===== config.mk =====
export PLATFORM = sky130hd
export DESIGN_NAME = board_io_regs
export DESIGN_NICKNAME = d
export VERILOG_FILES = /design/src/rtl/board_io_regs.sv
export SDC_FILE = /design/constraint.sdc
export NUM_CORES = 1
export LEC_CHECK = 0
export CAP_MARGIN = 0
export CORE_MARGIN = 2
export CORE_UTILIZATION = 53
export CTS_CLUSTER_DIAMETER = 150
export DETAILED_ROUTE_END_ITERATION = 7
export GPL_ROUTABILITY_DRIVEN = 0
export GPL_TIMING_DRIVEN = 0
export PLACE_DENSITY = 0.82
export SETUP_SLACK_MARGIN = 0.5
export SYNTH_ARGS = -nofsm -noshare
export SYNTH_HDL_FRONTEND = slang
export SYNTH_SLANG_ARGS = --single-unit
export TNS_END_PERCENT = 5

===== constraint.sdc =====
create_clock -name I_clk -period 4.1 [get_ports I_clk]
set_input_delay 0.82 -clock I_clk [delete_from_list [all_inputs] [get_ports I_clk]]
set_output_delay 0.82 -clock I_clk [all_outputs]
set_load 0.02 [all_outputs]

===== src/rtl/board_io_regs.sv =====
// Memory-mapped board I/O block: LEDs, PWM RGB LEDs, debounced switches and
// buttons with latched edge events, free-running counter and a level IRQ.
module board_io_regs #(
  parameter int N_LED      = 4,
  parameter int N_RGB      = 2,
  parameter int N_SW       = 4,
  parameter int N_BTN      = 4,
  parameter int PWM_BITS   = 8,
  parameter int DEB_CYCLES = 48000
) (
  input  logic                 I_clk,
  input  logic                 I_rst,
  input  logic                 I_mem_select,
  input  logic [5:0]           I_mem_address,
  input  logic [3:0]           I_mem_byte_we,
  input  logic [31:0]          I_mem_data_write,
  output logic [31:0]          O_mem_data_read,
  output logic                 O_mem_pause,
  input  logic [N_SW-1:0]      I_sw,
  input  logic [N_BTN-1:0]     I_btn,
  output logic [N_LED-1:0]     O_led,
  output logic [3*N_RGB-1:0]   O_rgb,
  output logic                 O_irq
);

  localparam int N_IN = N_SW + N_BTN;
  localparam int N_CH = 3 * N_RGB;
  localparam int CW   = $clog2(DEB_CYCLES);

  localparam logic [5:0] A_LED     = 6'd0;
  localparam logic [5:0] A_CTRL    = 6'd1;
  localparam logic [5:0] A_INPUT   = 6'd2;
  localparam logic [5:0] A_EVENT   = 6'd3;
  localparam logic [5:0] A_IRQ_EN  = 6'd4;
  localparam logic [5:0] A_COUNTER = 6'd5;

  logic                w_wr;
  logic                w_rd;
  logic [N_LED-1:0]    r_led_out;
  logic [1:0]          r_ctrl;
  logic [15:0]         r_event;
  logic [15:0]         r_irq_en;
  logic [31:0]         r_counter;
  logic                r_irq;
  logic [31:0]         r_rdata;
  logic [31:0]         w_rd_word;
  logic [N_IN-1:0]     w_raw;
  logic [N_IN-1:0]     r_sync1;
  logic [N_IN-1:0]     r_sync2;
  logic [N_IN-1:0]     w_stable;
  logic [N_IN-1:0]     r_input;
  logic [N_BTN-1:0]    w_btn_stable;
  logic [N_BTN-1:0]    w_btn_input;
  logic [15:0]         w_ev_set;
  logic [15:0]         w_ev_clr;
  logic [PWM_BITS-1:0] r_pwm_cnt;
  logic [PWM_BITS-1:0] w_duty [N_CH];
  logic                w_unused_ok;

  assign w_wr        = I_mem_select && (I_mem_byte_we != 4'b0000);
  assign w_rd        = I_mem_select && (I_mem_byte_we == 4'b0000);
  assign w_unused_ok = ^I_mem_data_write;

  // Plain registers, counter and interrupt
  always_ff @(posedge I_clk) begin
    if (I_rst) begin
      r_led_out <= '0;
      r_ctrl    <= '0;
      r_irq_en  <= '0;
      r_counter <= '0;
      r_event   <= '0;
      r_irq     <= 1'b0;
    end else begin
      r_counter <= r_counter + 32'd1;
      r_event   <= (r_event & ~w_ev_clr) | w_ev_set;
      r_irq     <= |(r_event & r_irq_en);
      if (w_wr && I_mem_address == A_LED && I_mem_byte_we[0])
        r_led_out <= I_mem_data_write[N_LED-1:0];
      if (w_wr && I_mem_address == A_CTRL && I_mem_byte_we[0])
        r_ctrl <= I_mem_data_write[1:0];
      if (w_wr && I_mem_address == A_IRQ_EN) begin
        if (I_mem_byte_we[0]) r_irq_en[7:0]  <= I_mem_data_write[7:0];
        if (I_mem_byte_we[1]) r_irq_en[15:8] <= I_mem_data_write[15:8];
      end
    end
  end

  assign O_led       = r_ctrl[0] ? r_counter[31 -: N_LED] : r_led_out;
  assign O_irq       = r_irq;
  assign O_mem_pause = 1'b0;

  // Synchronisers; r_input is the architecturally visible debounced state
  assign w_raw = {I_btn, I_sw};

  always_ff @(posedge I_clk) begin
    if (I_rst) begin
      r_sync1 <= '0;
      r_sync2 <= '0;
      r_input <= '0;
    end else begin
      r_sync1 <= w_raw;
      r_sync2 <= r_sync1;
      r_input <= w_stable;
    end
  end

  generate
    for (genvar gi = 0; gi < N_IN; gi++) begin : g_deb
      logic [CW-1:0] r_cnt;
      logic          r_stable;

      always_ff @(posedge I_clk) begin
        if (I_rst) begin
          r_cnt    <= '0;
          r_stable <= 1'b0;
        end else if (r_sync2[gi] == r_stable) begin
          r_cnt <= '0;
        end else if (r_cnt == CW'(DEB_CYCLES - 1)) begin
          r_stable <= ~r_stable;
          r_cnt    <= '0;
        end else begin
          r_cnt <= r_cnt + 1'b1;
        end
      end

      assign w_stable[gi] = r_stable;
    end
  endgenerate

  // Button edges are taken between the debounced state and its delayed copy
  assign w_btn_stable = w_stable[N_IN-1:N_SW];
  assign w_btn_input  = r_input[N_IN-1:N_SW];

  always_comb begin
    w_ev_set = '0;
    w_ev_set[N_BTN-1:0]   = w_btn_stable & ~w_btn_input;
    w_ev_set[8 +: N_BTN]  = ~w_btn_stable & w_btn_input;
    w_ev_clr = '0;
    if (w_wr && I_mem_address == A_EVENT) begin
      if (I_mem_byte_we[0]) w_ev_clr[7:0]  = I_mem_data_write[7:0];
      if (I_mem_byte_we[1]) w_ev_clr[15:8] = I_mem_data_write[15:8];
    end
  end

  always_ff @(posedge I_clk) begin
    if (I_rst) r_pwm_cnt <= '0;
    else       r_pwm_cnt <= r_pwm_cnt + 1'b1;
  end

  // Channel gi drives colour gi%3 (r,g,b) of RGB LED gi/3
  generate
    for (genvar gi = 0; gi < N_CH; gi++) begin : g_pwm
      localparam int K   = gi / 3;
      localparam int COL = gi % 3;
      logic [PWM_BITS-1:0] r_duty;
      logic [PWM_BITS-1:0] r_duty_act;
      logic                r_out;

      always_ff @(posedge I_clk) begin
        if (I_rst) begin
          r_duty     <= '0;
          r_duty_act <= '0;
          r_out      <= 1'b0;
        end else begin
          if (w_wr && int'(I_mem_address) == 8 + K && I_mem_byte_we[COL])
            r_duty <= I_mem_data_write[8*COL +: PWM_BITS];
          if (r_pwm_cnt == '1)
            r_duty_act <= r_duty;
          r_out <= r_ctrl[1] && (r_pwm_cnt < r_duty_act);
        end
      end

      assign w_duty[gi] = r_duty;
      assign O_rgb[gi]  = r_out;
    end
  endgenerate

  always_comb begin
    w_rd_word = '0;
    case (I_mem_address)
      A_LED:     w_rd_word[N_LED-1:0] = r_led_out;
      A_CTRL:    w_rd_word[1:0] = r_ctrl;
      A_INPUT: begin
        w_rd_word[N_SW-1:0]  = r_input[N_SW-1:0];
        w_rd_word[8 +: N_BTN] = w_btn_input;
      end
      A_EVENT:   w_rd_word[15:0] = r_event;
      A_IRQ_EN:  w_rd_word[15:0] = r_irq_en;
      A_COUNTER: w_rd_word = r_counter;
      default: begin
        for (int k = 0; k < N_RGB; k++) begin
          if (int'(I_mem_address) == 8 + k) begin
            for (int c = 0; c < 3; c++)
              w_rd_word[8*c +: PWM_BITS] = w_duty[3*k + c];
          end
        end
      end
    endcase
  end

  always_ff @(posedge I_clk) begin
    if (I_rst)     r_rdata <= '0;
    else if (w_rd) r_rdata <= w_rd_word;
  end

  assign O_mem_data_read = r_rdata;

endmodule

# ---- After elaboration in Yosys (flattened, before gate mapping)
# Index checks and enable logic that the tools add are counted.
dict set report op_classes {
  shifts 0
  mul 0
  reduce_logical 47
  addsub 10
  mux 13
  div 0
  eq_ne 24
  n_lt_le_gt_ge 6
  bitwise_logic 24
}
# op n
set op_table {}
lappend op_table {{$add 16x1->16 const B} 8}
lappend op_table {{$eq 16x16->1 const B} 8}
lappend op_table {{$lt 8x8->1} 6}
lappend op_table {{$mux 24} 2}
lappend op_table {{$add 32x1->32 const B} 1}
lappend op_table {{$and 16x16->16} 2}
lappend op_table {{$pmux 4 s4} 2}
lappend op_table {{$reduce_or 3->1} 9}
lappend op_table {{$mux 8} 3}
lappend op_table {{$pmux 2 s6} 2}
lappend op_table {{$logic_and 1x1->1} 22}
lappend op_table {{$pmux 4 s5} 1}
lappend op_table {{$reduce_and 2->1} 10}
lappend op_table {{$mux 16} 1}
lappend op_table {{$not 1->1} 16}
lappend op_table {{$not 16->16} 1}
lappend op_table {{$or 16x12->16} 1}
lappend op_table {{$pmux 8 s2} 1}
lappend op_table {{$reduce_or 16->1} 1}
lappend op_table {{$eq 6x2->1 const B} 2}
lappend op_table {{$eq 6x3->1 const B} 2}
lappend op_table {{$eq 6x5->1 const B} 2}
lappend op_table {{$add 8x1->8 const B} 1}
lappend op_table {{$and 4x4->4} 2}
lappend op_table {{other kinds (10)} 18}
dict set report word_totals {
  wordCells 170
  latch_bits 0
  in_bits 53
  ff_bits 373
  n_memories 0
  romBits 0
  out_inout_bits 44
  ramBits 0
}

# ---- Logic depth before layout (Yosys ltp)
# Gate-level depths: netlist of run 1.
dict set report logic_depth {
  word_depth 7
  depth_mapped 8
  ltp_nobuf 7
}

# ---- Least setup slack after synthesis of run 1
# Ideal clock, no wire load.
dict set report synth_path {
  path_kind {input to register}
  startpoint {input I_mem_address[1]}
  endpoint {register r_rdata[10], in the netlist O_mem_data_read[10]}
  setup_slack_ps 1838
  stages 7
  setup_time_ps 132
  t_arrival_ps 2130
  required_time_ps 3968
  n_path_buf 2
  path_cell_list {buf_2 a2111oi_1 buf_2 o21ai_0 a221oi_1 or3_1 a21oi_1}
}
dict set report synth_between {
  elab_chain_len 4
  word_cells_on_any_way 12
  classes_between {eq/ne: 7; mux: 3; reduce/logical: 2}
}
# element line_no
set synth_rtl {}
lappend synth_rtl {{start: declaration} 14} ;# input logic [5:0] I_mem_address,
lappend synth_rtl {{$eq 6x5->1} 192} ;# if (int'(I_mem_address) == 8 + k) begin
lappend synth_rtl {{$mux 24 (2 in a row)} 192}
lappend synth_rtl {{$pmux 4 s5 (*)} 180} ;# case (I_mem_address)
lappend synth_rtl {{end signal: assignment} 203} ;# else if (w_rd) r_rdata <= w_rd_word;
lappend synth_rtl {{end: declaration} 45} ;# logic [31:0] r_rdata;
# Every way passes the cells marked *; elsewhere a longest branch is shown, timed or not.
# A chain may end at the register's enable or synchronous reset.

# ---- Worst setup path after layout of run 1
dict set report layout_path {
  startpoint {input I_mem_byte_we[1]}
  endpoint {register r_rdata[12], in the netlist O_mem_data_read[12]}
}
dict set report layout_between {
  elab_chain_len 2
}
# element line_no
set layout_rtl {}
lappend layout_rtl {{start: declaration} 15} ;# input logic [3:0] I_mem_byte_we,
lappend layout_rtl {{$logic_not 4->1} 61} ;# assign w_rd = I_mem_select && (I_mem_byte_we == 4'b0000);
lappend layout_rtl {{$logic_and 1x1->1} 61}
# Every way passes these cells.

==> results by group, run 1 <==
Yosys
  • Predominant post-synthesis flop cell: sky130_fd_sc_hd__dfxtp_1
  • Most frequent cell after synthesis: sky130_fd_sc_hd__dfxtp_1
  • Unique cell type count in the Yosys netlist: 54
  • Syn Std Cell Area: 16100 um2
  • Post-Synthesis Mean Instance Area: 8.83 um2
  • Post-synthesis instance total: 1827
  • Synth top area share: 0.463
  • Synth Warn #: 0
  • Cells taking the most area after synthesis: sky130_fd_sc_hd__dfxtp_1, sky130_fd_sc_hd__nor2_1, sky130_fd_sc_hd__mux2i_1, sky130_fd_sc_hd__xor2_1, sky130_fd_sc_hd__nand2_1
  • Library cell with the largest summed area after synthesis: sky130_fd_sc_hd__dfxtp_1
  • Commonest cells in the synthesized netlist: sky130_fd_sc_hd__dfxtp_1, sky130_fd_sc_hd__nor2_1, sky130_fd_sc_hd__nand2_1
  • Asr flop ratio synth: 0
  • Synthesized Nets: just under 2000
  • Post-synthesis sequential area ratio: 0.463
  • Register bit count reported by yosys: 373
  • Number of enable-type register cells in the synthesized netlist: 0

Die
  • Die height: 179 um
  • IO Pins: 97
  • Starting Density: 0.542
  • Number of placement rows: 63
  • Overall die width: approximately 180 um
  • Core area: 29800 um2
  • Total Die Area: 31900 um2

Critical path
  • CP endpoint kind: register
  • Crit path buf inv count: 2
  • Data required time of the worst path: 4540 ps
  • Slack of the worst reg-to-reg path: approximately 1700 ps
  • Delay-heaviest family, CP: simple AND/OR/NAND/NOR gates
  • Critical Path Start Type: input port
  • Type of the worst setup path: in -> reg
  • Biggest fanout along the worst timing path: 10
  • Master of the slowest instance on the critical path: sky130_fd_sc_hd__nor4_1
  • Worst-path cell chain: clkdlybuf4s50_1 > nor4_1 > nand2_1 > clkbuf_1 > nor2_1 > nand2_1 > o21ai_0
  • Cell occurring most often along the worst timing path: sky130_fd_sc_hd__nand2_1
  • Worst path max stage delay: between 700 and 800 ps
  • CP arrival: 3410 ps

Timing
  • Count of endpoints failing setup in the final report: 0
  • Maximum operating frequency: 0.337 GHz
  • Number of pins exceeding their max-slew limit in the final report: 0
  • Final worst clock skew: about 16 ps
  • Worst slew margin: 0.403
  • Transition time of the tightest slew-check pin: 895 ps
  • Final critical-path required period: 2970 ps
  • Unrepaired setup endpoints after global routing: no
  • Worst setup margin: roughly 1100 ps
  • Final hold viol count: 0
  • Setup TNS Final: 0 ps
  • Share of the clock period used by the worst path after layout: 0.725

Clock network
  • CTS Root Buffer Type: sky130_fd_sc_hd__clkbuf_16
  • Clock tree from TritonCTS: yes
  • Number of buffers added by the clock tree synthesis step: 38
  • Number of hold buffers added after CTS: 0
  • H-tree depth: 2
  • Clock-pin slew on the worst setup and hold paths: 60 ps
  • Setup Fix Bufs, Post-CTS: 0
  • Number of gates resized after cts: 0
  • CTS Sinks: 373
  • Worst skew pair latency: 530 ps
  • Bufs on Longest Clock Path: 3

Pwr
  • Total power density per cell area: 397 nW/um2
  • Worst IR Drop VDD: 406 uV
  • PnR Total Power: between 7 and 8 mW
  • Pleak: 6.51 nW

Placed design
  • Pre-CTS setup slack: 733 ps
  • Total half-perimeter wirelength after legalization and detailed placement: 29900 um
  • Number of I/O port buffers: 85
  • Instance count after placement with tap cells included: between 2000 and 2500

GRT
  • First-pass GRT wire length: 63700 um
  • Total global routing track utilization: 0.252
  • Total global routing overflow: 0
  • Pin count of the biggest net entering global routing: 15
  • Via count of the first global-routing pass: roughly 13000
  • Initial antenna violation count: 0

Drt
  • Per-cell routed wire length: 17.3 um
  • Drt initial violations: 1139
  • DRT Wirelength: between 40000 and 50000 um
  • Vias after detailed routing: roughly 13000
  • Post-DR vias/cell: about 5.7
  • Antenna Nets Post-Route: 0
  • DRC violation count after routing: 0
  • Total iterations of the first detailed-routing run: 7

Min path
  • Worst Hold Class: reg -> reg

Final layout
  • ANT cells: 0
  • Area used by multi-input combinational logic: roughly 8000 um2
  • Finished Layout Cells: 2370
  • # fillers: approximately 2400
  • Flip-flop and latch area: 7470 um2
  • Fraction of layout instances using a drive strength above 1: 0.0545
  • Total Nets Final: 2057
  • Area growth from synthesis to final layout: 16.1%

Job
  • Max-cap viol count: 0

Status
  • Outcome: complete, no violations
## sequential cells by signal, summed over array words and instances, names as in the netlist, 8 cells and up
name / cells
r_sync2: 8
r_irq_en: 16
O_mem_data_read: 32
r_input: 8
g_deb.r_stable: 8
r_sync1: 8
r_event: 16
g_deb.r_cnt: 128
r_counter: 32
g_pwm.r_duty_act: 48
r_pwm_cnt: 8
g_pwm.r_duty: 48
## cell usage in the layout (no fill, tap or decap), types with 7 or more instances in the layout
cell type                         instances
sky130_fd_sc_hd__a221oi_1                27
sky130_fd_sc_hd__dfxtp_1                373
sky130_fd_sc_hd__and4_1                  10
sky130_fd_sc_hd__clkdlybuf4s50_1         85
sky130_fd_sc_hd__nor2b_1                 46
sky130_fd_sc_hd__ha_1                    52
sky130_fd_sc_hd__xor2_1                  82
sky130_fd_sc_hd__clkbuf_8                 8
sky130_fd_sc_hd__clkbuf_1                70
sky130_fd_sc_hd__nand4_1                 27
sky130_fd_sc_hd__a21o_1                  12
sky130_fd_sc_hd__a211oi_1                25
sky130_fd_sc_hd__o21ai_0                 25
sky130_fd_sc_hd__nand2_1                182
sky130_fd_sc_hd__xnor2_1                 68
sky130_fd_sc_hd__mux2_2                   7
sky130_fd_sc_hd__clkbuf_16               39
sky130_fd_sc_hd__buf_4                    9
sky130_fd_sc_hd__nor3_1                  32
sky130_fd_sc_hd__nor2_1                 295
sky130_fd_sc_hd__nand3_1                 71
sky130_fd_sc_hd__a21oi_1                 94
sky130_fd_sc_hd__or3_1                   15
sky130_fd_sc_hd__inv_1                   65
sky130_fd_sc_hd__mux2i_1                 82
sky130_fd_sc_hd__nand2b_1                29
sky130_fd_sc_hd__and3_1                  28
sky130_fd_sc_hd__a22oi_1                 15
sky130_fd_sc_hd__buf_2                   22
## logic make-up (layout without fill, tap and decap cells)
kind of cell	count (synthesis)	in the layout	synth area share
multiplexers	89	89	0.0557
buffers and inverters	158	311	0.0405
XOR/XNOR	150	150	0.0814
flip-flops	373	373	0.463
AND/OR/NAND/NOR	774	774	0.226
AO/OA/AOI/OAI	230	230	0.0930
other	1	1	0.000232
adder cells (fa/ha/maj)	52	52	0.0403
## metrics by stage
step                      cell area (um2)  hold WS [ps]  utilization
final                               18700           442        0.629
after global routing                18700           455        0.629
after CTS                           18700           448        0.629
after detailed placement            17500           430        0.587
after global placement              17500           416        0.587
after floorplan                     16100           414            -
## final timing paths
check / from / end / cells after the start
max: I_mem_byte_we[1] / O_mem_data_read[12] / 7
min reg2reg: r_sync1[4] / r_sync2[4] / 1
max reg2reg: r_pwm_cnt[1] / g_pwm[2].r_duty_act[6] / 7
min: r_sync1[4] / r_sync2[4] / 1
## routing by layer
layer	vias to the layer above	wire (um)	global-route usage
li1	6456	-	-
met1	6321	16800	0.315
met2	513	19400	0.431
met3	117	3160	0.0428
met4	0	1590	0.0996
met5	-	0	0
## final cells by class
class / count / share of cell area
Timing Repair Buffer: 85 / 0.0454
Multi-Input combinational cell: 1296 / 0.428
Sequential cell: 373 / 0.399
Tap cell: 390 / 0.0260
Inverter: 65 / 0.0130
Clock buffer: 59 / 0.0604
Buffer: 93 / 0.0219
Clock inverter: 9 / 0.00675
## worst register-to-register path, cell delays in order, from the launching register on
cell,delay (ps)
sky130_fd_sc_hd__dfxtp_1,600
sky130_fd_sc_hd__ha_1,350
sky130_fd_sc_hd__nand3_1,120
sky130_fd_sc_hd__nor2_1,240
sky130_fd_sc_hd__clkbuf_1,350
sky130_fd_sc_hd__clkbuf_1,440
sky130_fd_sc_hd__nand2_1,120
sky130_fd_sc_hd__a21oi_1,150
## where the power goes
| part | switching (mW) | internal [mW] | total (mW) |
|---|---|---|---|
| clock network | 1.42 | 2.09 | 3.50 |
| logic | 0.165 | 0.106 | 0.272 |
| registers | 0.0237 | 3.64 | 3.67 |
Note: power is estimated with default switching activity, not from simulation.
==> inputs of run 2 (changes only) <==
Clock period 4.1 ns to 2.8 ns, I/O delays scaled along.
==> run 2 against run 1 <==
  * Non-clock buffer count stayed put
  * Core utilization up 0.20 points
  * Clock power grew 47%
  * Sequential power grew 46%
  * Final cell count unchanged
  * Critical path depth decreased by 5
  * Die area is the same
  * Sequential share of layout area shrank 0.087 points
  * First-iteration DRC count is 1.9% higher
  * Sequential cell count unchanged
  * Clock skew down 1.2 ps
  * Register-to-register slack got worse by 1100 ps
==> results by group, run 2 (same netlist as run 1, synthesis figures left out) <==
Drt
  • DRC violation count after routing: 0 (unchanged)
  • Post-DR vias/cell: 5.67 (+0.29%)
  • DRT Wirelength: 41000 um (+0.22%)
  • Antenna Nets Post-Route: 0 (unchanged)
  • Drt initial violations: 1161 (+1.9%)
  • Total iterations of the first detailed-routing run: 8 (+1)
  • Vias after detailed routing: 13400 (+0.29%)
  • Per-cell routed wire length: 17.3 um (+0.22%)

Final layout
  • Most common library cell in the layout ignoring fill and taps: sky130_fd_sc_hd__dfxtp_1
  • Total Nets Final: 2057 (unchanged)
  • ANT cells: 0 (unchanged)
  • Fraction of layout instances using a drive strength above 1: 0.0636 (+0.00909)
  • Flip-flop and latch area: 7470 um2 (+0.10%)
  • Register bank with the most flops: g_deb.r_cnt
  • Finished Layout Cells: 2370 (unchanged)
  • Area growth from synthesis to final layout: 16.5%
  • Area used by multi-input combinational logic: 8060 um2 (+0.56%)
  • Largest registers ranked by flip-flop count: g_deb.r_cnt (128), g_pwm.r_duty (48), g_pwm.r_duty_act (48)
  • Largest register FFs: 128 (unchanged)
  • Most frequent cells in the layout: sky130_fd_sc_hd__dfxtp_1, sky130_fd_sc_hd__nor2_1, sky130_fd_sc_hd__nand2_1
  • # fillers: 2385 (-0.71%)

Timing
  • Share of the clock period used by the worst path after layout: 0.846
  • Transition time of the tightest slew-check pin: 884 ps (-10.6 ps)
  • Final worst clock skew: 14.9 ps (-1.23 ps)
  • Maximum operating frequency: 0.422 GHz
  • Setup TNS Final: 0 ps (unchanged)
  • Count of endpoints failing setup in the final report: 0 (unchanged)
  • Final hold viol count: 0 (unchanged)
  • Final critical-path required period: 2370 ps
  • Worst slew margin: 0.406 (+0.00253)
  • Unrepaired setup endpoints after global routing: yes
  • Number of pins exceeding their max-slew limit in the final report: 0 (unchanged)

Clock network
  • H-tree depth: 2 (unchanged)
  • CTS Sinks: 373 (unchanged)
  • Setup Fix Bufs, Post-CTS: 0 (unchanged)
  • CTS Root Buffer Type: sky130_fd_sc_hd__clkbuf_16
  • Number of gates resized after cts: 4 (+4)
  • Clock-pin slew on the worst setup and hold paths: 60 ps (about the same)
  • Number of buffers added by the clock tree synthesis step: 38 (unchanged)
  • Clock tree from TritonCTS: yes
  • Bufs on Longest Clock Path: 3 (unchanged)
  • Number of hold buffers added after CTS: 0 (unchanged)
  • Worst skew pair latency: 530 ps (about the same)

Die
  • Overall die width: 179 um (unchanged)
  • Number of placement rows: 63 (unchanged)
  • Starting Density: 0.542 (unchanged)
  • IO Pins: 97 (unchanged)
  • Die height: 179 um (unchanged)
  • Core area: 29800 um2 (unchanged)
  • Total Die Area: 31900 um2 (unchanged)

Min path
  • Worst Hold Class: reg -> reg

GRT
  • Initial antenna violation count: 0 (unchanged)
  • First-pass GRT wire length: 63700 um (about the same)
  • Total global routing track utilization: 0.252 (about the same)
  • Total global routing overflow: 0 (unchanged)
  • Via count of the first global-routing pass: 12700 (+0.18%)
  • Pin count of the biggest net entering global routing: 15 (unchanged)

Status
  • Outcome: complete, no violations

Placed design
  • Instance count after placement with tap cells included: 2302 (unchanged)
  • Total half-perimeter wirelength after legalization and detailed placement: 29900 um (unchanged)
  • Number of I/O port buffers: 85 (unchanged)

Critical path
  • CP endpoint kind: output port
  • Biggest fanout along the worst timing path: 6 (-4)
  • Type of the worst setup path: reg -> out
  • Data required time of the worst path: 2240 ps (-2300 ps)
  • CP arrival: 1810 ps (-1600 ps)
  • Critical Path Start Type: register

Pwr
  • Worst IR Drop VDD: 595 uV (+46%)
  • Total power density per cell area: 580 nW/um2 (+46%)
  • Pleak: 6.55 nW (+0.54%)

Job
  • Max-cap viol count: 0 (unchanged)
-- run 2: cell counts in the layout (fill, tap and decap cells not counted) --
Identical to the previous run, type by type.
-- run 2: critical path, stage by stage (launching register included) --
cell and delay [ps]:
sky130_fd_sc_hd__dfxtp_2 390, sky130_fd_sc_hd__mux2_2 360, sky130_fd_sc_hd__clkdlybuf4s50_1 540
-- run 2: path summary, 6_finish.rpt --
kind | start | to | slack [ps] | cells past startpoint
max | r_ctrl[0] | O_led[2] | 430 | 2
min | r_sync1[4] | r_sync2[4] | 440 | 1
max reg2reg | r_counter[0] | r_counter[26] | 540 | 7
min reg2reg | r_sync1[4] | r_sync2[4] | 440 | 1
-- run 2: area by class of cell --
cell class,instances,share of cell area
Multi-Input combinational cell,1296,0.429
Sequential cell,373,0.398
Clock buffer,59,0.0602
Timing Repair Buffer,85,0.0453
Tap cell,390,0.0260
Buffer,93,0.0222
Inverter,65,0.0130
Clock inverter,9,0.00672
-- run 2: power by group --
group	total, mW	internal [mW]	leakage [nW]	switching (mW)
clock	5.13	3.06	0.615	2.07
sequential	5.37	5.33	3.01	0.0350
combinational	0.403	0.157	2.92	0.246
total	10.9	8.55	6.55	2.35
-- run 2: layer usage --
layer | wire [um] | track usage | share of wire
met1 | 16800 | 0.314 | 0.41
met2 | 19500 | 0.430 | 0.48
met3 | 3150 | 0.0441 | 0.077
met4 | 1530 | 0.0996 | 0.037
met5 | 0 | 0 | 0
-- run 2: stage by stage --
stage | hold WS (ps) | area [um2] | setup WS, ps | power, mW | utilization
global placement | 416 | 17500 | -237 | 5.86 | 0.587
CTS | 448 | 18700 | 404 | 10.9 | 0.629
floorplan | 414 | 16100 | 798 | 5.68 | -
finish | 442 | 18800 | 431 | 10.9 | 0.631
global route | 455 | 18800 | 326 | 11.2 | 0.631
detailed placement | 430 | 17500 | -307 | 5.87 | 0.587
==> inputs of run 3 (changes only) <==
Settings changed: PLACE_DENSITY 0.82 to 0.85.
Clock period 2.8 ns to 2.01 ns, I/O delays scaled along.
==> run 3 against run 2 <==
  * Via count is 2.2% higher
  * Die area stayed put
  * Core utilization is 3.0 points higher
  * Total power is 37% higher
  * Critical path depth is 2 higher
  * Sequential cell count stayed put
  * Sequential share of layout area is 1.5 points lower
  * Design area is 4.8% higher
  * Combinational power is 56% higher
  * Sequential power is 39% higher
==> results by group, run 3 (same netlist as run 1, synthesis figures left out) <==
Critical path
  • Worst path max stage delay: 810 ps (+270 ps)
  • Launch instance of the worst register-to-register path: g_deb[3].r_cnt[0]
  • CP arrival: 2280 ps (+470 ps)
  • Data required time of the worst path: 2420 ps (+180 ps)
  • Type of the worst setup path: in -> reg
  • Slack of the worst reg-to-reg path: 170 ps (-370 ps)
  • Worst-path cell chain: dlygate4sd2_1 > nor3_1 > o21ai_0 > a32o_1
  • Biggest fanout along the worst timing path: 7 (+1)
  • Delay-heaviest family, CP: simple AND/OR/NAND/NOR gates
  • CP endpoint kind: register
  • Master of the slowest instance on the critical path: sky130_fd_sc_hd__nor3_1
  • Crit path buf inv count: 1 (unchanged)
  • Depth of the most critical reg-to-reg path: 7 (unchanged)
  • Critical Path Start Type: input port
  • Critical register-to-register path endpoint: g_deb[3].r_cnt[14]

Pwr
  • Relative contribution of sequential cells to total power: 0.501 (+0.008)
  • Part of the total power dissipated in the clock network: 0.457 (-0.013)
  • Total power density per cell area: 756 nW/um2 (+30%)
  • Switching pwr: 3.30 mW (+40%)
  • Worst IR Drop VDD: 722 uV (+21%)
  • P_int: 11.6 mW (+36%)
  • PnR Total Power: 14.9 mW (+37%)
  • Switching power as a share of total power: 0.222 (+0.00583)
  • Pleak: 7.19 nW (+9.8%)
  • Combinational power share: 0.042 (+0.005)

Drt
  • Antenna Nets Post-Route: 0 (unchanged)
  • Total iterations of the first detailed-routing run: 6 (-2)
  • DRC violation count after routing: 0 (unchanged)
  • Vias after detailed routing: 13700 (+2.2%)
  • Post-DR vias/cell: 5.71 (+0.64%)
  • Per-cell routed wire length: 18.1 um (+4.2%)
  • DRT Wirelength: 43400 um (+5.8%)
  • Drt initial violations: 1087 (-6.4%)

Clock network
  • Bufs on Longest Clock Path: 3 (unchanged)
  • H-tree depth: 2 (unchanged)
  • Worst skew pair latency: 540 ps (about the same)
  • Number of buffers added by the clock tree synthesis step: 39 (+2.6%)
  • Clock tree from TritonCTS: yes
  • CTS Sinks: 373 (unchanged)
  • Clock-pin slew on the worst setup and hold paths: 60 ps (about the same)
  • CTS Root Buffer Type: sky130_fd_sc_hd__clkbuf_16

Timing
  • Share of the clock period used by the worst path after layout: 0.930
  • Setup TNS Final: 0 ps (unchanged)
  • Transition time of the tightest slew-check pin: 964 ps (+79.9 ps)
  • Final worst clock skew: 27.5 ps (+12.5 ps)
  • Final critical-path required period: 1870 ps
  • Count of endpoints failing setup in the final report: 0 (unchanged)
  • Number of pins exceeding their max-slew limit in the final report: 0 (unchanged)
  • Final hold viol count: 0 (unchanged)
  • Worst slew margin: 0.352 (-0.0537)
  • Unrepaired setup endpoints after global routing: yes
  • Maximum operating frequency: 0.535 GHz
  • Worst setup margin: 141 ps (-290 ps)

Die
  • Core area: 29800 um2 (unchanged)
  • Starting Density: 0.542 (unchanged)
  • IO Pins: 97 (unchanged)
  • Overall die width: 179 um (unchanged)
  • Die height: 179 um (unchanged)
  • Number of placement rows: 63 (unchanged)
  • Total Die Area: 31900 um2 (unchanged)

Placed design
  • Number of I/O port buffers: 85 (unchanged)
  • Total half-perimeter wirelength after legalization and detailed placement: 30000 um (+0.16%)
  • Instance count after placement with tap cells included: 2302 (unchanged)
  • Placed cell area: 17700 um2 (+1.4%)
  • Pre-CTS setup slack: -704 ps (-397 ps)

GRT
  • Via count of the first global-routing pass: 13500 (+6.3%)
  • First-pass GRT wire length: 68300 um (+7.2%)
  • Pin count of the biggest net entering global routing: 14 (-1)
  • Initial antenna violation count: 5 (+5)
  • Total global routing track utilization: 0.268 (+0.0163)
  • Total global routing overflow: 0 (unchanged)

Final layout
  • Fraction of layout instances using a drive strength above 1: 0.138 (+0.0745)
  • Finished Layout Cells: 2406 (+1.5%)
  • Largest registers ranked by flip-flop count: g_deb.r_cnt (128), g_pwm.r_duty (48), g_pwm.r_duty_act (48)
  • Register bank with the most flops: g_deb.r_cnt
  • Most frequent cells in the layout: sky130_fd_sc_hd__dfxtp_1, sky130_fd_sc_hd__nor2_1, sky130_fd_sc_hd__nand2_1
  • Most common library cell in the layout ignoring fill and taps: sky130_fd_sc_hd__dfxtp_1
  • Post-route cell area: 19700 um2 (+4.8%)
  • Largest register FFs: 128 (unchanged)
  • Area growth from synthesis to final layout: 22.1%
  • Total Nets Final: 2092 (+1.7%)

Min path
  • Hold path startpoint: I_mem_address[1]
  • Number of cells on the worst hold path: 4 (+3)
  • Hold Crit Endpoint: r_led_out[1]
  • Worst Hold Class: in -> reg

Status
  • Outcome: complete, no violations

Job
  • Max-cap viol count: 0 (unchanged)
[run 3: cell count changes in the layout (fill, tap and decap cells not counted), sizes merged]
| cell | change |
|---|---|
| dlymetal6s2s | +1 |
| bufinv | -3 |
| clkdlybuf4s15 | +2 |
| buf | +39 |
| dlygate4sd2 | +42 |
| diode | +3 |
| clkbuf | +1 |
| clkdlybuf4s50 | -49 |
[run 3: how the worst max path moves through the flow]
stage / from / end / depth (start not counted)
finish: I_mem_address[4] / O_mem_data_read[13] / 4
floorplan: I_mem_address[5] / O_mem_data_read[11] / 6
global route: g_deb[3].r_cnt[0] / g_deb[3].r_cnt[9] / 7
global placement: I_mem_byte_we[1] / O_mem_data_read[12] / 7
detailed placement: I_mem_byte_we[1] / O_mem_data_read[12] / 7
CTS: r_counter[7] / r_counter[29] / 6
[run 3: power by group through the flow]
stage | Clock [mW] | Sequential (mW) | Combinational, mW
final | 6.81 | 7.46 | 0.630
after global routing | 7.16 | 7.46 | 0.667
after CTS | 6.86 | 7.46 | 0.598
after detailed placement | 0 | 7.64 | 0.566
after global placement | 0 | 7.64 | 0.553
after floorplan | 0 | 7.63 | 0.300
[run 3: layout make-up]
type                            instances  area, um2
Multi-Input combinational cell       1296       8460
Clock inverter                          6       51.3
Inverter                               65        244
Clock buffer                           61       1150
Sequential cell                       373       7550
Tap cell                              390        488
Buffer                                 93        664
Fill cell                            2221      10100
Timing Repair Buffer                  119       1090
Antenna cell                            3       7.51
[run 3: timing repair]
item,4_1_cts,5_1_grt
buffers inserted,16,15
pin swaps,6,27
hold endpoints to repair,0,0
hold buffers,0,0
gates resized for setup,166,85
cloned,0,3
setup endpoints to repair,372,366
[run 3: stage by stage]
step	hold slack [ps]	utilization
4_1_cts	280	0.647
3_5_place_dp	430	0.595
3_3_place_gp	415	0.595
2_1_floorplan	414	-
5_1_grt	308	0.661
6_report	287	0.661
[run 3: routing by layer]
metal  vias to the layer above  track usage  share of wire
met5                         -            0        0.00067
met4                         4        0.118          0.042
met3                       136       0.0486          0.076
met2                       527        0.459           0.49
met1                      6532        0.328           0.40
li1                       6539            -              -
[run 3: worst register-to-register path: stages, from the launching register on]
cell	delay [ps]
sky130_fd_sc_hd__dfxtp_1	390
sky130_fd_sc_hd__ha_2	230
sky130_fd_sc_hd__and4_4	220
sky130_fd_sc_hd__nand3_1	80
sky130_fd_sc_hd__or3_1	440
sky130_fd_sc_hd__nand2b_1	160
sky130_fd_sc_hd__buf_6	160
sky130_fd_sc_hd__nor2_1	60
